File: config.mk
export PLATFORM = sky130hd
export DESIGN_NAME = adma_data_mover
export DESIGN_NICKNAME = d
export VERILOG_FILES = /design/src/rtl/adma_data_mover.sv
export SDC_FILE = /design/constraint.sdc
export NUM_CORES = 1
export LEC_CHECK = 0
export CAP_MARGIN = 10
export CORE_ASPECT_RATIO = 2
export CORE_MARGIN = 1
export CORE_UTILIZATION = 35
export DETAILED_ROUTE_END_ITERATION = 12
export GPL_ROUTABILITY_DRIVEN = 1
export PLACE_DENSITY = 0.69
export SETUP_SLACK_MARGIN = 0.2
export SYNTH_ARGS = -nofsm -noshare
export SYNTH_HDL_FRONTEND = slang
export SYNTH_SLANG_ARGS = --single-unit
File: constraint.sdc
create_clock -name clk -period 2.2 [get_ports clk]
set_clock_uncertainty 0.1 [all_clocks]
set_input_delay 0.44 -clock clk [delete_from_list [all_inputs] [get_ports clk]]
set_output_delay 0.44 -clock clk [all_outputs]
set_load 0.03 [all_outputs]
File: src/rtl/adma_data_mover.sv
// ADMA transfer engine: moves one TRAN descriptor's words between system
// memory and the SD data FIFOs, with block-gap stops and a TFC pulse.
module adma_data_mover #(
    parameter int AW = 64,
    parameter int DW = 32
) (
    input  logic          clk,
    input  logic          reset,
    input  logic          start,
    input  logic [AW-1:0] dat_adr,
    input  logic [15:0]   dat_len,
    input  logic          dir,
    input  logic [11:0]   block_size,
    input  logic          stop_at_gap,
    input  logic          continue_req,
    input  logic          abort,
    output logic          busy,
    output logic          tfc,
    output logic          block_done,
    output logic          gap_stopped,
    output logic          mem_req,
    output logic          mem_we,
    output logic [AW-1:0] mem_addr,
    output logic [DW-1:0] mem_wdata,
    input  logic          mem_ack,
    input  logic [DW-1:0] mem_rdata,
    output logic [DW-1:0] tx_data,
    output logic          tx_valid,
    input  logic          tx_ready,
    input  logic [DW-1:0] rx_data,
    input  logic          rx_valid,
    output logic          rx_ready
);

    typedef enum logic [2:0] {
        S_IDLE, S_RD, S_PUSH, S_POP, S_WR, S_ADV, S_GAP, S_DONE
    } state_t;

    state_t        state, state_nxt;
    logic [AW-1:0] addr;
    logic [16:0]   rem;
    logic [11:0]   cnt;
    logic [11:0]   bs;
    logic          dir_q;
    logic [DW-1:0] data;

    logic [16:0]   rem_nxt;
    logic [12:0]   cnt_nxt;
    logic          block_hit;
    logic [15:0]   len_al;
    state_t        word_st;
    logic          unused_bits;

    assign unused_bits = ^{dat_adr[1:0], dat_len[1:0]};

    assign len_al    = {dat_len[15:2], 2'b00};
    assign rem_nxt   = rem - 17'd4;
    assign cnt_nxt   = {1'b0, cnt} + 13'd4;
    assign block_hit = (bs != 12'd0) && (cnt_nxt == {1'b0, bs});
    assign word_st   = dir_q ? S_POP : S_RD;

    always_ff @(posedge clk) begin
        if (reset) begin
            state <= S_IDLE;
            addr  <= '0;
            rem   <= '0;
            cnt   <= '0;
            bs    <= '0;
            dir_q <= 1'b0;
            data  <= '0;
        end else begin
            state <= state_nxt;
            unique case (1'b1)
                (state == S_IDLE) && start: begin
                    addr  <= {dat_adr[AW-1:2], 2'b00};
                    // an aligned length of zero encodes a full 64 KiB
                    rem   <= (len_al == 16'd0) ? 17'h10000
                                               : {1'b0, len_al};
                    cnt   <= '0;
                    bs    <= block_size;
                    dir_q <= dir;
                end
                (state == S_RD) && mem_ack:
                    data <= mem_rdata;
                (state == S_POP) && rx_valid:
                    data <= rx_data;
                state == S_ADV: begin
                    rem  <= rem_nxt;
                    addr <= addr + AW'(4);
                    cnt  <= block_hit ? 12'd0 : cnt_nxt[11:0];
                end
                default: ;
            endcase
        end
    end

    always_comb begin
        state_nxt = state;
        case (state)
            S_IDLE: if (start) state_nxt = dir ? S_POP : S_RD;
            S_RD:   if (mem_ack) state_nxt = S_PUSH;
            S_PUSH: if (tx_ready) state_nxt = S_ADV;
            S_POP:  if (rx_valid) state_nxt = S_WR;
            S_WR:   if (mem_ack) state_nxt = S_ADV;
            S_ADV: begin
                if (rem_nxt == 17'd0)
                    state_nxt = S_DONE;
                else if (block_hit && stop_at_gap)
                    state_nxt = S_GAP;
                else
                    state_nxt = word_st;
            end
            S_GAP:  if (continue_req) state_nxt = word_st;
            S_DONE: state_nxt = S_IDLE;
            default: state_nxt = S_IDLE;
        endcase
        if (abort && state != S_IDLE)
            state_nxt = S_IDLE;
    end

    always_comb begin
        busy        = state != S_IDLE;
        mem_req     = (state == S_RD) || (state == S_WR);
        mem_we      = state == S_WR;
        tx_valid    = state == S_PUSH;
        rx_ready    = state == S_POP;
        gap_stopped = state == S_GAP;
        tfc         = state == S_DONE;
        block_done  = (state == S_ADV) && block_hit;
        mem_addr    = addr;
        mem_wdata   = data;
        tx_data     = data;
    end

endmodule

## Word-level counts from Yosys, hierarchy flattened

Cells that the tools add are included.
Widths: inputs -> output; s select.

- Output and inout bits: 136
- Memories: 0
- Logic and storage cells: 58
- Bits of input ports: 166
- Bits in read-only memories: 0
- Bits in registers: 141
- Latch bits: 0
- RAM bits: 0

- Equality and inequality tests: 14
- Mux-type cells: 17
- Reduce and logical (&&, ||, !) cells: 17
- $lt $le $gt $ge: 0
- Shift-type cells: 0
- Multipliers: 0
- Add/sub/neg operators: 3
- Bitwise operators: 0
- Divide/modulo/power cells: 0

Operators with widths:

| cell | count |
|---|---|
| $pmux 64 s2 | 1 |
| $add 64x3->64 const B | 1 |
| $pmux 32 s2 | 1 |
| $pmux 17 s2 | 1 |
| $mux 3 | 8 |
| $pmux 12 s2 | 1 |
| $pmux 3 s8 | 1 |
| $logic_not 17->1 | 1 |
| $mux 17 | 1 |
| $sub 17x3->17 const B | 1 |
| $logic_not 16->1 | 1 |
| $add 12x3->13 const B | 1 |
| $eq 13x12->1 | 1 |
| $eq 3x3->1 const B | 4 |
| $mux 12 | 1 |
| $reduce_bool 12->1 | 1 |
| $ne 2x2->1 const B | 4 |
| $logic_and 1x1->1 | 7 |
| $eq 3x2->1 const B | 2 |
| $reduce_and 6->1 | 1 |
| $mux 2 | 2 |
| $ne 2x1->1 const B | 2 |
| $reduce_bool 2->1 | 2 |
| $eq 3x1->1 const B | 1 |
| 4 further kinds | 4 |

## Logic depth before layout (Yosys ltp)

Gate-level depths: netlist of the first run.

- Word-level depth: 7
- Mapped depth: 9
- Depth with buffers taken out: 9

## Worst setup path after synthesis of the first run

No wires, ideal clock.

- Path kind: register -> output
- Start point: reg cnt[2]
- End point: out block_done
- Path buffers: 0
- Arrival time: 1.963 ns
- Path slack: -0.303 ns
- Stages on the path, launching flop included: 7
- Required time: 1.660 ns
- Path through: dfxtp_1 > and4_1 > nand4_2 > or4_1 > o211ai_2 > nand3_1 > nor2_1

- Cells in the longest elaborated chain, start to end: 4

RTL lines:

| item | line | text |
|---|---|---|
| start, declared | 42 | `logic [11:0] cnt;` |
| start signal, assigned | 90 | `cnt <= block_hit ? 12'd0 : cnt_nxt[11:0];` |
| $add 12x3->13 | 58 | `assign cnt_nxt = {1'b0, cnt} + 13'd4;` |
| $eq 13x12->1 | 59 | `assign block_hit = (bs != 12'd0) && (cnt_nxt == {1'b0, bs});` |
| $logic_and 1x1->1 | 59 |  |
| $logic_and 1x1->1 | 129 | `block_done = (state == S_ADV) && block_hit;` |
| end, declared | 19 | `output logic block_done,` |

Every way passes these cells.

## Final worst setup path of the first run

- Start point: reg cnt[3]
- End point: out block_done

The elaborated chain is that of the path after synthesis.

==> flow_summary.json, run 1 <==
{
  "vdd_ir_drop_max_v": 0.0005306,
  "core_area_um2": 21970,
  "fmax_mhz": 361.7,
  "power_mw": 12.87,
  "start_util": 0.3558,
  "vias_per_cell": 5.662,
  "violations": "negative setup slack",
  "period_needed_ns": 2.765,
  "drt_iter0_markers": 515,
  "nets": 1577,
  "synth.yosys.seq_area_share": 0.3458,
  "cts_buffers": 17,
  "final_cell_area_um2": 13710,
  "tritoncts": "done",
  "rows": 77,
  "syn_area_um2": 7815,
  "drv_cap": 0,
  "hpwl_mm": 24.30,
  "cp-end-kind": "primary output",
  "pin_count": 302,
  "io_buffer_count": 295,
  "r2r_slack_ns": -0.50,
  "worst-slew-pin-transition_ns": 0.5916,
  "wl_mm": 33.79,
  "finalNonFillerCells": 1697,
  "drcViolationCount": 0,
  "die-area_um2": 22970,
  "h-tree-depth": 4,
  "drv_slew": 0,
  "clk_latency_ns": 0.42,
  "hold_viol": 0,
  "min_path_type": "input pin to register",
  "syn_inst": 1006,
  "overflow": 0,
  "critPathKind": "register to primary output",
  "synth-async-reset-ratio": 0,
  "fin_ws_ns": -0.5648,
  "clock_path_buffers": 2,
  "dpl_cell_area_um2": 11870,
  "wl_per_cell_um": 19.91,
  "pre_cts_ws_ns": -0.3531,
  "post-route-period-util": 1.257,
  "clockRootBuffer": "clkbuf_16",
  "pwr_density_cell_nw_per_um2": 939.1,
  "leakagePower_nw": 6.099,
  "drt_pass1_iterations": 5,
  "die_w_um": 107.7,
  "synth_seq_cells": 135,
  "syn_avg_cell_area_um2": 7.768,
  "hold_buffers": 0,
  "ys_types": 68,
  "place.gp.congestion": 0.8809,
  "rsz0062_at_grt": "true",
  "grt_pass1_vias": 9328,
  "yosysWarnings": 0,
  "drive_above_1_share": 0.2930,
  "synth-edff-count": 0,
  "vias": 9608,
  "synthFlopType": "dfxtp_1",
  "cp.required_ns": 1.66,
  "status": "finished with violations",
  "start_kind": "register",
  "dpl.cell_count": 1605,
  "slew_headroom": 0.6042,
  "finalSetupViolCount": 15,
  "grt_max_degree": 75,
  "ant_nets": 0,
  "final_util": 0.6241,
  "crit_fanout": 4,
  "clk_pin_slew_ns": 0.06,
  "cts_sinks": 135,
  "grt_pass1_wl_mm": 48.84,
  "grt_use_total": 0.2796,
  "die_h_um": 213.3,
  "syn_to_final_growth_pct": 75.42,
  "antenna_found_initial": 1,
  "cp.arrival_ns": 2.22
}
[synthesized netlist by cell type (13+ instances only)]
library cell	count	area share
a211oi_1	40	0.038
a21oi_1	81	0.052
a31oi_1	19	0.015
and3_1	23	0.018
buf_4	36	0.035
clkbuf_1	46	0.022
dfxtp_1	135	0.35
mux2i_1	40	0.051
nand2_1	116	0.056
nand3_1	42	0.027
nand4_1	27	0.022
nor2_1	115	0.055
nor3_1	32	0.020
nor4_1	27	0.022
o21ai_0	33	0.021
xnor2_1	21	0.024
xor2_1	13	0.015
[critical path, cell delays in order (launching register included)]
cell	delay, ns
dfxtp_4	0.36
ha_4	0.25
xor2_2	0.15
nor4_4	0.18
o21ai_2	0.11
nor4_4	0.33
nand3_2	0.15
nor2_4	0.14
buf_12	0.13
[metal layers]
metal | part of all wire | global-route usage
met2 | 0.55 | 0.5380
met5 | 0 | 0
met1 | 0.32 | 0.2516
met3 | 0.059 | 0.04609
met4 | 0.072 | 0.2182
[timing repair]
| action | CTS | global route |
|---|---|---|
| pin swaps | 56 | 62 |
| gates resized for setup | 238 | 124 |
| buffers inserted | 29 | 30 |
| endpoints found under the setup margin | 183 | 95 |
[power by group]
part           internal (mW)  total (mW)  switching [mW]  leakage, nW
Sequential              3.02        3.59           0.568         1.13
Clock                   2.09        3.23            1.15        0.333
Combinational           2.58        6.05            3.47         4.63
[final timing paths]
| kind | startpoint | end | cells past startpoint |
|---|---|---|---|
| min reg2reg | cnt[4]$_SDFFE_PP0P_ | cnt[4]$_SDFFE_PP0P_ | 1 |
| max | cnt[3]$_SDFFE_PP0P_ | block_done | 8 |
| min | reset | mem_wdata[11]$_SDFFE_PP0P_ | 2 |
| max reg2reg | cnt[3]$_SDFFE_PP0P_ | cnt[5]$_SDFFE_PP0P_ | 14 |
[cell type report]
type                            instances  area, µm²
Fill cell                            1916       8257
Clock inverter                          8      125.1
Timing Repair Buffer                  480       4441
Sequential cell                       135       2843
Multi-Input combinational cell        763       5370
Inverter                               10      37.54
Clock buffer                           24      545.5
Antenna cell                            1      2.502
Tap cell                              276      345.3
[flip-flops by register name (all words and copies together), names as in the netlist]
register   cells
cnt           10
bs            12
rem           15
state          3
mem_addr      62
mem_wdata     32
dir_q          1
[cell usage in the layout (no fill, tap or decap), drive strengths merged, types with 5 or more instances in the layout]
cell type / n
nand3: 42
xnor2: 21
a21o: 5
a221oi: 7
clkbuf: 25
nand4: 28
nor4: 31
o21ai: 34
and2: 12
dlygate4sd2: 102
inv: 13
clkdlybuf4s50: 162
mux2i: 40
a2bb2oi: 5
a211oi: 40
or3: 7
dfxtp: 135
dlymetal6s2s: 21
and4: 7
or4: 7
nor3: 35
xor2: 13
a31oi: 19
a311oi: 6
buf: 194
nand2: 116
mux2: 5
nor2: 115
a21oi: 81
and3: 23
o211ai: 6
[per-stage QoR]
stage	setup TNS, ns	hold slack (ns)
after floorplan	-0.09749	0.3363
after global placement	-3.994	0.3563
after detailed placement	-4.980	0.3581
after CTS	-2.321	0.1729
after global routing	-6.739	0.1859
final	-5.332	0.1841
[kinds of logic after synthesis]
logic type / Yosys count / synth area share
AO/OA/AOI/OAI: 239 / 0.1971
XOR/XNOR: 34 / 0.03810
adder cells (fa/ha/maj): 4 / 0.006404
buffers and inverters: 109 / 0.07333
flip-flops: 135 / 0.3458
multiplexers: 46 / 0.06132
other: 1 / 0.0004798
AND/OR/NAND/NOR: 438 / 0.2775
Power figures use the tool's default switching activity.
==> run 2: changes to the inputs <==
Settings changed: SLEW_MARGIN set to 20.
==> results of run 2 <==
Final layout, timing and power as in run 1 (identical DEF).
